==> config.mk <==
export PLATFORM = sky130hd
export DESIGN_NAME = clock_set_ctrl
export DESIGN_NICKNAME = d
export VERILOG_FILES = /design/src/rtl/clock_set_ctrl.sv
export SDC_FILE = /design/constraint.sdc
export NUM_CORES = 1
export LEC_CHECK = 0
export BUFFER_PORTS_ARGS = -buffer_cell sky130_fd_sc_hd__buf_2
export CORE_MARGIN = 5
export CORE_UTILIZATION = 45
export DETAILED_ROUTE_END_ITERATION = 12
export PLACE_DENSITY = 0.68
export SYNTH_ARGS = -nofsm -noshare
export SYNTH_HDL_FRONTEND = slang
export SYNTH_SLANG_ARGS = --single-unit
==> constraint.sdc <==
create_clock -name clk -period 5.62 [get_ports clk]
set_input_delay 0.281 -clock clk [delete_from_list [all_inputs] [get_ports clk]]
set_output_delay 0.281 -clock clk [all_outputs]
set_load 0.02 [all_outputs]
==> src/rtl/clock_set_ctrl.sv <==
// rtl/clock_set_ctrl.sv - time-of-day set-mode controller (optional idle abort: CLKSET_TIMEOUT_EN)
module clock_set_ctrl #(
  parameter int BLINK_HALF = 12500000,
  parameter int TIMEOUT    = 250000000
) (
  input  logic        clk,
  input  logic        rst,
  input  logic        key_mode,
  input  logic        key_inc,
  input  logic        key_dec,
  input  logic [31:0] cur_time,
  output logic        run_en,
  output logic        load,
  output logic [31:0] load_data,
  output logic [3:0]  blink_mask,
  output logic [31:0] edit_time
);

  localparam logic [2:0] RUN    = 3'd0;
  localparam logic [2:0] SET_HH = 3'd1;
  localparam logic [2:0] SET_MM = 3'd2;
  localparam logic [2:0] SET_SS = 3'd3;
  localparam logic [2:0] COMMIT = 3'd4;

  localparam logic [7:0]  HH_MAX     = 8'd23;
  localparam logic [7:0]  MS_MAX     = 8'd59;
  localparam logic [31:0] BLINK_LAST = 32'(BLINK_HALF - 1);

  // Reject parameter values that would break the blink or abort timing.
  if (BLINK_HALF < 2 || TIMEOUT < 2) begin : g_param_check
    $error("clock_set_ctrl: BLINK_HALF and TIMEOUT must be >= 2");
  end

  logic [2:0]  state_q, state_d;
  logic [31:0] edit_q, edit_d;
  logic [31:0] load_data_q, load_data_d;
  logic [31:0] blink_cnt_q, blink_cnt_d;
  logic        phase_q, phase_d;

  logic        in_set, in_set_next, any_key, step, enter_set, timeout_hit;
  logic [7:0]  fld_val, fld_max, fld_new;

  // Saturating-wrap step helpers; out-of-range values snap to 0 (inc) or max (dec).
  function automatic logic [7:0] f_inc(input logic [7:0] v, input logic [7:0] m);
    return (v >= m) ? 8'd0 : v + 8'd1;
  endfunction

  function automatic logic [7:0] f_dec(input logic [7:0] v, input logic [7:0] m);
    return (v == 8'd0 || v > m) ? m : v - 8'd1;
  endfunction

  assign in_set  = (state_q == SET_HH) || (state_q == SET_MM) || (state_q == SET_SS);
  assign any_key = key_mode | key_inc | key_dec;
  // Simultaneous inc+dec cancels and does not count as an edit.
  assign step    = in_set & ~key_mode & (key_inc ^ key_dec);

  // Pick the field currently under edit and its upper bound.
  always_comb begin
    fld_val = 8'd0;
    fld_max = MS_MAX;
    case (state_q)
      SET_HH: begin fld_val = edit_q[31:24]; fld_max = HH_MAX; end
      SET_MM: fld_val = edit_q[23:16];
      SET_SS: fld_val = edit_q[15:8];
      default: fld_val = 8'd0;
    endcase
    fld_new = key_inc ? f_inc(fld_val, fld_max) : f_dec(fld_val, fld_max);
  end

`ifdef CLKSET_TIMEOUT_EN
  localparam logic [31:0] TO_LAST = 32'(TIMEOUT - 1);
  logic [31:0] to_cnt_q, to_cnt_d;

  assign timeout_hit = in_set & ~any_key & (to_cnt_q == TO_LAST);

  // Idle counter: restarts on any key or SET entry, counts only while editing.
  always_comb begin
    to_cnt_d = to_cnt_q + 32'd1;
    if (any_key || enter_set || !in_set_next) to_cnt_d = 32'd0;
  end

  // Idle counter register.
  always_ff @(posedge clk) begin
    if (rst) to_cnt_q <= 32'd0;
    else     to_cnt_q <= to_cnt_d;
  end
`else
  assign timeout_hit = 1'b0;
`endif

  // Next-state, edit register and committed value.
  always_comb begin
    state_d     = state_q;
    edit_d      = edit_q;
    load_data_d = load_data_q;
    enter_set   = 1'b0;
    case (state_q)
      RUN: begin
        if (key_mode) begin
          state_d   = SET_HH;
          edit_d    = cur_time;
          enter_set = 1'b1;
        end
      end
      SET_HH: begin
        if (key_mode) begin
          state_d   = SET_MM;
          enter_set = 1'b1;
        end else if (timeout_hit) begin
          state_d = RUN;
        end else if (step) begin
          edit_d[31:24] = fld_new;
        end
      end
      SET_MM: begin
        if (key_mode) begin
          state_d   = SET_SS;
          enter_set = 1'b1;
        end else if (timeout_hit) begin
          state_d = RUN;
        end else if (step) begin
          edit_d[23:16] = fld_new;
        end
      end
      SET_SS: begin
        if (key_mode) begin
          state_d     = COMMIT;
          load_data_d = {edit_q[31:8], 8'd0};
        end else if (timeout_hit) begin
          state_d = RUN;
        end else if (step) begin
          edit_d[15:8] = fld_new;
        end
      end
      COMMIT:  state_d = RUN;
      default: state_d = RUN;
    endcase
    in_set_next = (state_d == SET_HH) || (state_d == SET_MM) || (state_d == SET_SS);
  end

  // Blink timer: idle outside SET states, restarted by field entry or an edit.
  always_comb begin
    blink_cnt_d = blink_cnt_q + 32'd1;
    phase_d     = phase_q;
    if (!in_set_next || enter_set || step) begin
      blink_cnt_d = 32'd0;
      phase_d     = 1'b0;
    end else if (blink_cnt_q == BLINK_LAST) begin
      blink_cnt_d = 32'd0;
      phase_d     = ~phase_q;
    end
  end

  // State registers.
  always_ff @(posedge clk) begin
    if (rst) begin
      state_q     <= RUN;
      edit_q      <= 32'd0;
      load_data_q <= 32'd0;
      blink_cnt_q <= 32'd0;
      phase_q     <= 1'b0;
    end else begin
      state_q     <= state_d;
      edit_q      <= edit_d;
      load_data_q <= load_data_d;
      blink_cnt_q <= blink_cnt_d;
      phase_q     <= phase_d;
    end
  end

  // Blank only the field being edited, and only in the off phase.
  always_comb begin
    blink_mask = 4'b0000;
    case (state_q)
      SET_HH:  blink_mask = {phase_q, 3'b000};
      SET_MM:  blink_mask = {1'b0, phase_q, 2'b00};
      SET_SS:  blink_mask = {2'b00, phase_q, 1'b0};
      default: blink_mask = 4'b0000;
    endcase
  end

  assign run_en    = (state_q == RUN);
  assign load      = (state_q == COMMIT);
  assign load_data = load_data_q;
  assign edit_time = run_en ? cur_time : edit_q;

endmodule

==> run metrics <==
outcome finished, final reports clean; worst reg2reg setup slack 1.56 ns; DP Cell Count 842; final hold slack 0.184 ns; final core utilization 53.8%; syn_area_per_cell about 8 um2; layout cell share with drive strength beyond 1 19.8%; Synth area leaders dfxtp_1, nand2_1, a21oi_1, nor2_1, mux2_1; DRT Wirelength around 15000 um; clock transition at the registers of the reported paths 0.07 ns; largest family of logic cells by synthesized area simple AND/OR/NAND/NOR gates; die area 13500 um2; reg2reg path depth 11; Die Ht 116 um; Slowest-stage cell, CP dfxtp_1; register area share after synthesis 36.2%; RSZ-0062 raised after global routing false; fin nets 757; HP Class input pin to register; RD Place Congestion 0.907; largest area contributor in the netlist dfxtp_1; Post-CTS Resized 0; number of DRC markers in iteration 0 around 460; Mapped Cells approximately 640; Non-Filler Instances between 800 and 900; # Post-CTS Setup Buffers 0; top post-synthesis cells by count nand2_1, dfxtp_1, nor2_1; gr ovfl total 0; CTS tree done; I/O pin count 107; Antenna Nets Post-Route 0; area growth from synthesis to layout 16.1%; kind of critical path register to register; Initial Util 46.4%; latest clock arrival within the worst-skew pair ~0.34 ns; Synth Register Bits 92; Die Wd 116 um; Core Area 11000 um2; most common cell in the synthesized netlist nand2_1; Req. time, crit path 5.89 ns; WHS Path Cells 3; # hold bufs at CTS 0; Hold EP edit_q[7]$_SDFFE_PP0P_; TritonCTS Sinks 92; Syn. warnings 0; Final Max Slew Viols 0; Max Fclk 0.246 GHz; CP max stage delay 0.88 ns; crit path DAT 4.32 ns; Post-synth EDFFs 0; Compound-Gate Fraction of Synth Area 17.3%; top_reg_cell synth dfxtp_1; GRT Total Usage 21.8%; max-cap violations 0; vias between 4000 and 5000; largest net degree at the start of global routing 64; Max H-tree Level 3; I/O Buffers 97; root buf cell clkbuf_16; # setup viols final 0; post-synthesis mux area share 7.49%; area of the mapped netlist 5090 um2; total negative slack 0 ns; diode count 0; Reg-to-Reg End edit_q[17]$_SDFFE_PP0P_; TritonRoute pass-1 iters 5; number of global-route vias before repair 4295; RR Startpoint state_q[2]$_SDFF_PP0_; adder-cell share of the synthesized area 1.72%; Via density 5.64; clk_skew 0.00880 ns; drt drc 0; crit-path max FO 23; fin crit period 4.06 ns; power consumption 1740 uW; Power Density between 200 and 300 nW/um2; Worst Path Buf+Inv 1; LEAKAGE 0.00226 uW; clk buf depth 2; normalized max-slew margin between 20 and 25%; HPWL Detailed 11000 um; XOR/XNOR Fraction of Synth Area under 10%; Max VDD drop 0.000193 V; Slew @ Worst Pin between 1 and 1.5 ns; final hold vios 0; post-synth top area share 36.2%; critical-path cell list nand2b_1, o32a_1, inv_1, ha_1, a211oi_1, nor3b_1, a2111oi_2, a21oi_1, a31o_1, o211a_1, nor3_2; FP Rows 38; WL per Instance around 17 um; CP Capture Type register; period utilization 72.2%; cell family with most CP delay compound AO/OA/AOI/OAI gates; Yosys cell types 62; Synth async-reset ratio 0%; CTS Buf Count 9; global-route wire length before repair about 23000 um; type of origin of the critical path register; Simple-Gate Fraction of Synth Area around a quarter; antenna violations before repair 0; Worst Hold Launch cur_time[7]
[per-layer routing]
metal	vias up	global-route usage [%]	routed length [um]	part of all wire, %
met4	0	6.34	249	1.7
met5	-	0	0	0
met3	18	4.40	1170	7.9
met1	2248	31.5	6920	47
li1	2370	-	-	-
met2	195	32.8	6420	44
[final cells by class]
cell class	count	area, um2
fill	1040	5070
multi-input combinational	491	3000
sequential	92	1840
timing repair buffer	103	531
clock buffer	9	225
tap	140	175
clock inverter	6	73.8
inverter	16	62.6
[registers in the layout, indices dropped and copies added, names as in the netlist]
name / count
state_q: 3
phase_q: 1
edit_q: 32
blink_cnt_q: 32
load_data: 24
[layout by cell type (no fill, tap or decap), types with 11 or more instances in the layout]
cell type,instances
nor3_1,11
o21ai_0,18
xor2_1,16
nand2_1,100
buf_2,97
dfxtp_1,92
nand3_1,32
nor2_1,67
inv_1,12
xnor2_1,21
a21oi_1,57
nand4_1,13
mux2_1,22
[worst register-to-register path, stage by stage (launching register included)]
cell and delay [ns]:
dfxtp_1 0.88, nand2b_1 0.49, o32a_1 0.40, inv_1 0.13, ha_1 0.26, a211oi_1 0.29
nor3b_1 0.12, a2111oi_2 0.60, a21oi_1 0.16, a31o_1 0.27, o211a_1 0.24, nor3_2 0.15
[logic make-up (layout without fill, tap and decap cells)]
logic type / count (synthesis) / count (layout)
simple gates: 274 / 274
compound gates: 129 / 129
flops: 92 / 92
buf+inv: 63 / 134
xor+xnor: 37 / 37
mux: 35 / 35
fa+ha+maj: 7 / 7
other cells: 1 / 9
[power by group]
group          internal, uW  total, uW  switching [uW]  leakage [uW]
logic                   148        413             265       0.00137
clock network           348        611             263      0.000140
registers               679        717            38.0      0.000747
[metrics by stage]
| stage | setup WS (ns) | area (um2) |
|---|---|---|
| after global placement | 1.71 | 5610 |
| final | 1.56 | 5910 |
| after global routing | 1.12 | 5910 |
| after floorplan | 2.36 | 5120 |
| after detailed placement | 1.61 | 5610 |
| after CTS | 1.59 | 5910 |
[worst max path at each step]
stage	start	slack [ns]	cells after the start	end
floorplan	state_q[2]$_SDFF_PP0_	2.36	11	edit_q[14]$_SDFFE_PP0P_
global route	state_q[2]$_SDFF_PP0_	1.12	11	edit_q[22]$_SDFFE_PP0P_
CTS	state_q[2]$_SDFF_PP0_	1.59	11	edit_q[22]$_SDFFE_PP0P_
detailed placement	state_q[2]$_SDFF_PP0_	1.61	11	edit_q[22]$_SDFFE_PP0P_
finish	state_q[2]$_SDFF_PP0_	1.56	11	edit_q[17]$_SDFFE_PP0P_
global placement	state_q[2]$_SDFF_PP0_	1.71	11	edit_q[22]$_SDFFE_PP0P_
Note: power is estimated with default switching activity, not from simulation.
